### src/rtl/ram_dp_init.sv
// Simple-dual-port synchronous RAM with a registered read port, a configurable
// read-during-write collision mode and a post-reset hardware clear sequencer.
module ram_dp_init #(
  parameter int unsigned       DATA_W   = 8,
  parameter int unsigned       ADDR_W   = 4,
  parameter int unsigned       DEPTH    = 16,
  parameter logic [DATA_W-1:0] INIT_VAL = '0,
  parameter bit                BYPASS   = 1'b1
) (
  input  logic              clock,
  input  logic              rst,
  input  logic              wen,
  input  logic [ADDR_W-1:0] w_addr,
  input  logic [DATA_W-1:0] wr_data,
  input  logic              ren,
  input  logic [ADDR_W-1:0] r_addr,
  output logic [DATA_W-1:0] dout,
  output logic              rd_valid,
  output logic              init_busy,
  output logic              drop
);

  localparam int unsigned       IDX_W   = (DEPTH > 1) ? $clog2(DEPTH) : 1;
  localparam logic [ADDR_W:0]   DEPTH_X = (ADDR_W + 1)'(DEPTH);
  localparam logic [ADDR_W-1:0] LAST    = ADDR_W'(DEPTH - 1);

  typedef enum logic {ST_CLEAR, ST_READY} state_e;

  state_e              r_state;
  logic [ADDR_W-1:0]   r_cnt;
  logic [DATA_W-1:0]   r_mem [DEPTH];

  logic                w_clr_we;
  logic                w_w_inrange;
  logic                w_r_inrange;
  logic                w_wr_ok;
  logic                w_rd_ok;
  logic                w_reject;
  logic                w_collide;
  logic [IDX_W-1:0]    w_widx;
  logic [IDX_W-1:0]    w_ridx;
  logic [IDX_W-1:0]    w_cidx;
  logic [DATA_W-1:0]   w_rd_data;

  // Access qualification: clear owns the array until every word is written.
  always_comb begin
    w_w_inrange = ({1'b0, w_addr} < DEPTH_X);
    w_r_inrange = ({1'b0, r_addr} < DEPTH_X);
    w_clr_we    = !rst && (r_state == ST_CLEAR);
    w_wr_ok     = !rst && (r_state == ST_READY) && wen && w_w_inrange;
    w_rd_ok     = !rst && (r_state == ST_READY) && ren && w_r_inrange;
    w_reject    = !rst && (((r_state == ST_CLEAR) && (wen || ren)) ||
                           ((r_state == ST_READY) &&
                            ((wen && !w_w_inrange) || (ren && !w_r_inrange))));
    w_widx      = IDX_W'(w_addr);
    w_ridx      = IDX_W'(r_addr);
    w_cidx      = IDX_W'(r_cnt);
    w_collide   = BYPASS && w_wr_ok && (w_addr == r_addr);
    w_rd_data   = w_collide ? wr_data : r_mem[w_ridx];
  end

  // Storage array: no reset, contents come from the clear sequence.
  always_ff @(posedge clock) begin
    if (w_clr_we) begin
      r_mem[w_cidx] <= INIT_VAL;
    end else if (w_wr_ok) begin
      r_mem[w_widx] <= wr_data;
    end
  end

  // Clear sequencer and registered read/status outputs.
  always_ff @(posedge clock) begin
    if (rst) begin
      r_state   <= ST_CLEAR;
      r_cnt     <= '0;
      init_busy <= 1'b1;
      dout      <= '0;
      rd_valid  <= 1'b0;
      drop      <= 1'b0;
    end else begin
      drop     <= w_reject;
      rd_valid <= w_rd_ok;
      if (w_rd_ok) begin
        dout <= w_rd_data;
      end
      case (r_state)
        ST_CLEAR: begin
          if (r_cnt == LAST) begin
            r_state   <= ST_READY;
            r_cnt     <= '0;
            init_busy <= 1'b0;
          end else begin
            r_cnt <= r_cnt + ADDR_W'(1);
          end
        end
        default: begin
          r_state <= ST_READY;
        end
      endcase
    end
  end

endmodule

### config.mk
export PLATFORM = sky130hd
export DESIGN_NAME = ram_dp_init
export DESIGN_NICKNAME = d
export VERILOG_FILES = /design/src/rtl/ram_dp_init.sv
export SDC_FILE = /design/constraint.sdc
export NUM_CORES = 1
export LEC_CHECK = 0
export BUFFER_PORTS_ARGS = -buffer_cell sky130_fd_sc_hd__buf_2
export CAP_MARGIN = 40
export CORE_MARGIN = 2
export CORE_UTILIZATION = 60
export DETAILED_ROUTE_END_ITERATION = 12
export PLACE_DENSITY = 0.78
export SETUP_SLACK_MARGIN = 0.2
export SLEW_MARGIN = 20
export SYNTH_ARGS = -nofsm -noshare
export SYNTH_HDL_FRONTEND = slang
export SYNTH_SLANG_ARGS = --single-unit
### constraint.sdc
create_clock -name clock -period 3.28 [get_ports clock]
set_clock_uncertainty 0.05 [all_clocks]
set_input_delay 0 -clock clock [delete_from_list [all_inputs] [get_ports clock]]
set_output_delay 0 -clock clock [all_outputs]
set_load 0.005 [all_outputs]
==> results by group, run 1 <==
Floorplanning
  • Die footprint: 10500 µm²
  • Chip Width: 102 µm
  • Chip height: 102 µm
  • Core ar.: 9330 µm²
  • Initial core utilization: 62.3%
  • FP Rows: 35
  • I/O pin total: 31

Worst setup path
  • Worst-path cell chain: and3b_1, buf_4, mux2i_1, xnor2_1, nor4_4, nand2_1, a311oi_1
  • Slowest cell delay on critical path: 0.69 ns
  • Slowest-stage cell, CP: nor4_4
  • WP data arrival: 3.15 ns
  • Crit Path Class: register to register
  • Reg2Reg Depth: 7
  • Crit start category: register
  • Critical path endpoint category: register
  • Worst Path Required: 3.65 ns
  • Max FO, Critical Path: 17

Global route
  • Initial antenna violation count: 0
  • Grt total ovfl: 0
  • Total track usage: 25.2%
  • Largest net degree at the start of global routing: 34
  • First-pass GRT wire length: 18000 µm
  • Vias in the first global route: 3077

Final layout
  • Multi-input logic area: 1530 µm²
  • Diodes inserted: 0
  • Final #Nets: 400
  • Area grow syn2layout: 15.7%
  • Layout Utilization: 72.1%
  • Share of post-route cells with drive strength above 1: 29.1%
  • Reg area: 4160 µm²
  • Fillers: 565

Detailed routing
  • Vias: 3231
  • First drt pass iteration count: 5
  • DRC: 0
  • Detailed-route wire length per cell: 22.7 µm
  • Final WL: 11800 µm
  • DR vias/cell: 6.20
  • Iter 0 DRT Violations: 249
  • Final ANT Viol Nets: 0

Status
  • Outcome: complete, no violations

STA
  • Actual slew at the worst max-slew pin: 0.783 ns
  • Tcrit/Tclk final: 84.8%
  • Relative slew slack: 47.6%
  • Final Max Slew Viols: 0
  • Minimum clock period: 2.78 ns
  • RSZ-0062 raised after global routing: no
  • Setup TNS: 0 ns
  • Final Hold Vio Count: 0
  • Endpoints failing setup: 0
  • Fmax: 360 MHz

Yosys
  • #FFs+latches synth: 144
  • Largest area contributor in the netlist: edfxtp_1
  • Post-synthesis mux area share: 13.4%
  • Post-synthesis xor/xnor area fraction: 0.904%
  • Avg Cell Area, Syn: 17.6 µm²
  • Top post-synthesis cells by area: edfxtp_1 (66%), mux4_2 (12%), dfxtp_1 (5.5%)
  • Unique masters post-synth: 33
  • Simple-gate share of the synthesized area: 6.26%
  • Main combinational cell family by area after synthesis: multiplexers
  • Sequential fraction of the synthesis area: 71.6%
  • Mapped Cells: 331
  • Post-synth EDFFs: 128
  • Ys flop type: edfxtp_1
  • Compound-Gate Fraction of Synth Area: 5.55%
  • Yosys warning total: 0
  • Mapped Area: 5820 µm²
  • Fraction of registers with async set/reset: 0%
  • Synth Area in Adders: 0.215%
  • Synth Net Count: 352
  • Yosys top cell area share: 66.1%

Placement
  • Port Buffers: 30
  • DP HPWL: 7510 µm
  • Final Wtd Congestion: 0.784

Clock tree
  • CTS tree: built
  • Latest clock arrival within the worst-skew pair: 0.53 ns
  • Clk slew on worst S/H paths: 0.07 ns
  • Root Buffer: clkbuf_8
  • Max H-tree Level: 4
  • Num CTS Buffers: 17
  • Clock Sinks: 144
  • Max Buffers Root-to-Sink: 2
  • Buffers inserted during post-CTS setup optimization: 0
  • Cells resized by post-CTS repair: 0

Flow run
  • Max-cap viol count: 0

Min path
  • Hold path depth: 2
  • Worst hold path class: primary input to register

Power
  • Leak pwr: 2.12 nW
  • Power per cell area: 586 nW/µm²
  • Peak supply drop: 0.391 mV
[Yosys cell counts, types with 4 or more instances]
master,number
a311oi_1,8
a22oi_1,16
mux4_2,32
a21oi_1,5
edfxtp_1,128
mux2i_1,5
dfxtp_1,16
xnor2_1,4
nor2_1,32
a31oi_1,5
nand2_1,16
buf_2,4
a21o_1,8
nor3b_1,4
and2_2,8
clkbuf_1,10
[cell families (layout without fill, tap and decap cells)]
family / count (synthesis) / count (layout)
compound gates: 45 / 45
xor+xnor: 6 / 6
fa+ha+maj: 1 / 1
buf+inv: 24 / 85
flops: 144 / 144
mux: 38 / 38
simple gates: 73 / 73
[final timing paths]
kind	endpoint	start	slack (ns)
worst min register to register	init_busy	init_busy	0.42
worst min-delay path	r_mem[13][2]	wr_data[2]	0.005
worst max-delay path	dout[0]	r_state	0.50
worst max register to register	dout[0]	r_state	0.50
[final cells by class]
class / count / area share (%)
multi-input cells: 163 / 22.8
flip-flops and latches: 144 / 61.9
inverters: 4 / 0.223
clock inverters: 15 / 1.90
repair buffers: 49 / 4.65
clock buffers: 17 / 6.15
well taps: 129 / 2.40
[placed cells by master (no fill, tap or decap), types with 4 or more instances in the layout]
cell type      Yosys  final
clkinv_4           0      4
a311oi_1           8      8
dlygate4sd3_1      0      8
a22oi_1           16     16
edfxtp_1         128    128
nor3b_1            4      4
buf_2              4     30
a21oi_1            5      5
mux4_2            32     32
a21o_1             8      8
inv_6              0      5
xnor2_1            4      4
mux2i_1            5      5
clkbuf_16          0     16
dfxtp_1           16     16
nand2_1           16     16
nor2_1            32     32
and2_2             8      8
a31oi_1            5      5
buf_4              0     11
[stage by stage]
step | setup WS (ns) | cell area (µm²) | hold slack (ns) | std cells | total power [mW]
floorplan | 1.11 | 5820 | 0.112 | 331 | 2.18
global placement | 0.650 | 6100 | 0.234 | 480 | 2.23
detailed placement | 0.549 | 6100 | 0.244 | 480 | 2.24
CTS | 0.526 | 6720 | 0.00488 | 520 | 3.96
global route | 0.205 | 6730 | 0.0243 | 521 | 4.04
finish | 0.499 | 6730 | 0.00512 | 521 | 3.94
[power breakdown]
| group | switching, mW | total, mW | internal [mW] |
|---|---|---|---|
| sequential | 0.0127 | 2.01 | 2.00 |
| clock | 0.783 | 1.73 | 0.951 |
| combinational | 0.108 | 0.197 | 0.0891 |
[worst max-delay path: cells and delay by family, from the launching register on]
kind                      cells  cell delay (ns)
AOI/OAI and AO/OA             1             0.35
xor gates and xnor gates      1             0.11
DFF                           1             0.57
muxes                         1             0.23
and+or+nand+nor               3             1.12
buffers and inverters         1             0.24
[sequential cells by signal (all words and copies together) (netlist names)]
signal and cells:
dout 8, drop 1, init_busy 1, r_cnt 4
r_mem 128, r_state 1, rd_valid 1
[routing by layer]
layer,global-route usage [%],routed length [µm],vias to the layer above
li1,-,-,1421
met3,5.54,742,29
met2,37.2,5630,160
met1,35.9,5060,1621
met4,13.4,391,0
met5,0,0,-
[timing repair]
item / in CTS / in global routing
hold endpoints to repair: 42 / 0
endpoints found under the setup margin: 0 / 2
hold buffers: 8 / 0
No activity file was read; power rests on OpenSTA's default activity.
==> inputs of run 2 (changes only) <==
CORE_UTILIZATION = 54   (was 60)
PLACE_DENSITY = 0.75   (was 0.78)
clock period = 2.55 ns   (was 3.28 ns; I/O delays follow)
==> run 2 against run 1 <==
- hold slack gained 0.015 ns
- flip-flop and latch count did not move
- highest routed layer unchanged
- wire length increased by 1.7%
- critical path depth fell by 3
- critical path type unchanged
- sequential share of layout area shrank 0.35 points
- critical endpoint is now r_mem[12][5]
- sequential power is 29% higher
==> results by group, run 2 (synthesis gave the netlist of run 1 again) <==
Status
  • Outcome: complete, no violations (unchanged)

Power
  • Switch Pwr: 1.06 mW (was 0.904 mW)
  • Switch share: 20.1% (was 22.9%)
  • Leak pwr: 2.13 nW (was 2.12 nW)
  • Comb pwr share: 4.9% (was 5.0%)
  • Pwr Total: 5.28 mW (was 3.94 mW)
  • Power per cell area: 780 nW/µm² (was 586 nW/µm²)
  • P_int: 4.22 mW (was 3.04 mW)
  • Clock power share: 46.1% (was 44.0%)
  • Seq pwr share: 49.0% (was 51.0%)
  • Peak supply drop: 0.530 mV (was 0.391 mV)

Floorplanning
  • Core ar.: 10400 µm² (was 9330 µm²)
  • Die footprint: 11600 µm² (was 10500 µm²)
  • FP Rows: 37 (was 35)
  • Initial core utilization: 56.1% (was 62.3%)
  • Chip Width: 108 µm (was 102 µm)
  • I/O pin total: 31 (unchanged)
  • Chip height: 108 µm (was 102 µm)

Placement
  • Placed Area: 6100 µm² (about the same)
  • Placed Cells: 484 (was 480)
  • Dpl ws: 0.0757 ns (was 0.549 ns)
  • Port Buffers: 30 (unchanged)
  • Final Wtd Congestion: 0.771 (was 0.784)
  • DP HPWL: 7260 µm (was 7510 µm)

Global route
  • Total track usage: 22.5% (was 25.2%)
  • Grt total ovfl: 0 (unchanged)
  • Vias in the first global route: 3097 (was 3077)
  • First-pass GRT wire length: 18200 µm (was 18000 µm)
  • Largest net degree at the start of global routing: 34 (unchanged)
  • Initial antenna violation count: 0 (unchanged)

Worst setup path
  • Worst r2r dst: r_mem[12][5] (was dout[0])
  • Worst r2r src: r_state (unchanged)
  • Max FO, Critical Path: 14 (was 17)
  • Crit start category: register (unchanged)
  • FF-to-FF setup slack: 0.29 ns (was 0.50 ns)
  • Crit Path Class: register to register (unchanged)
  • WP data arrival: 2.38 ns (was 3.15 ns)
  • Reg2Reg Depth: 4 (was 7)
  • Worst Path Required: 2.67 ns (was 3.65 ns)
  • Critical path endpoint category: register (unchanged)

Final layout
  • Most frequent cells in the layout: edfxtp_1 (128), mux4_2 (32), buf_2 (30) (was edfxtp_1 (128), nor2_1 (32), mux4_2 (32))
  • Area grow syn2layout: 16.4% (was 15.7%)
  • Largest regs: r_mem x128, dout x8, r_cnt x4 (unchanged)
  • Final Instance Area: 6770 µm² (was 6730 µm²)
  • Largest register FFs: 128 (unchanged)
  • Share of post-route cells with drive strength above 1: 31.0% (was 29.1%)
  • Final Non-Filler Cells: 523 (was 521)
  • Diodes inserted: 0 (unchanged)
  • Final #Nets: 395 (was 400)
  • Commonest non-fill, non-tap cell in the layout: edfxtp_1 (unchanged)
  • Largest reg by FF count: r_mem (unchanged)
  • Layout Utilization: 65.3% (was 72.1%)
  • Fillers: 715 (was 565)

Detailed routing
  • Detailed-route wire length per cell: 23.0 µm (was 22.7 µm)
  • Metal3 WL: 931 µm (was 742 µm)
  • Met2 WL: 5610 µm (was 5630 µm)
  • Vias: 3172 (was 3231)
  • Top Metal Used: met4 (unchanged)
  • DR vias/cell: 6.07 (was 6.20)
  • Final WL: 12000 µm (was 11800 µm)
  • First drt pass iteration count: 4 (was 5)
  • Iter 0 DRT Violations: 279 (was 249)
  • Met1 wire length: 5030 µm (was 5060 µm)
  • Final ANT Viol Nets: 0 (unchanged)
  • DRC: 0 (unchanged)

STA
  • Tcrit/Tclk final: 88.7% (was 84.8%)
  • Actual slew at the worst max-slew pin: 0.883 ns (was 0.783 ns)
  • Final Hold Vio Count: 0 (unchanged)
  • Setup TNS: 0 ns (unchanged)
  • Endpoints failing setup: 0 (unchanged)
  • Fmax: 442 MHz (was 360 MHz)
  • Setup ws final: 0.288 ns (was 0.499 ns)
  • Relative slew slack: 40.8% (was 47.6%)
  • Minimum clock period: 2.26 ns (was 2.78 ns)
  • RSZ-0062 raised after global routing: no (unchanged)
  • Hold WS: 0.0201 ns (was 0.00512 ns)
  • Final Max Slew Viols: 0 (unchanged)

Flow run
  • Max-cap viol count: 0 (unchanged)

Min path
  • Hold path depth: 2 (unchanged)
  • Worst Hold Launch: wr_data[5] (was wr_data[2])
  • Hold Path Sink: r_mem[4][5] (was r_mem[13][2])
  • Worst hold path class: primary input to register (unchanged)

Clock tree
  • Latest clock arrival within the worst-skew pair: 0.52 ns (was 0.53 ns)
  • Max H-tree Level: 4 (unchanged)
  • Max Buffers Root-to-Sink: 2 (unchanged)
  • CTS tree: built (unchanged)
  • Root Buffer: clkbuf_8 (unchanged)
  • Num CTS Buffers: 17 (unchanged)
  • Clock Sinks: 144 (unchanged)
  • Clk slew on worst S/H paths: 0.06 ns (was 0.07 ns)
run 2: changes by cell type in the layout (fill, tap and decap cells not counted), moves of 2 or more:
cell	change
bufinv_16	+3
clkbuf_1	+2
nor2_1	-7
clkbuf_8	+2
nor2_2	+7
dlygate4sd3_1	-4
buf_4	-2
clkinv_2	+5
inv_6	-5
clkinv_4	-3
inv_8	-2
run 2: worst max-delay path by stage:
stage / startpoint / end / slack, ns
6_report: r_state / r_mem[12][5] / 0.29
3_5_place_dp: r_state / dout[7] / 0.08
4_1_cts: r_state / r_mem[10][7] / 0.11
3_3_place_gp: r_state / dout[3] / 0.19
5_1_grt: r_state / r_mem[1][0] / 0.20
2_1_floorplan: r_state / r_mem[10][0] / 0.38
run 2: timing repair:
item,in CTS,in global routing
buffers inserted,2,0
setup endpoints to repair,64,116
hold endpoints to repair,16,0
hold buffers,4,0
pin swaps,1,0
resized for setup,1,7
run 2: area by class of cell:
class / instances / area [µm²] / area share [%]
sequential: 144 / 4160 / 61.5
multi-input combinational: 163 / 1550 / 22.9
clock buffer: 21 / 449 / 6.64
timing repair buffer: 44 / 278 / 4.10
tap: 136 / 170 / 2.51
clock inverter: 11 / 139 / 2.05
inverter: 4 / 15.0 / 0.222
run 2: critical path: stages, from the launching register on:
cell     delay, ns
dfxtp_1       0.32
and3b_2       0.37
nor3_1        0.08
a31oi_1       0.67
nor2_1        0.43
run 2: routing by layer:
layer  vias to the layer above  global-route usage (%)
met5                         -                       0
met4                         0                    11.4
met3                        30                    6.60
met2                       145                    32.9
met1                      1592                    30.9
li1                       1405                       -
run 2: power by group through the flow:
stage / Combinational [mW] / Sequential, mW / Clock, mW
after CTS: 0.250 / 2.59 / 2.45
after detailed placement: 0.242 / 2.63 / 0
after global routing: 0.274 / 2.59 / 2.55
after global placement: 0.241 / 2.63 / 0
after floorplan: 0.170 / 2.63 / 0
final: 0.257 / 2.59 / 2.43
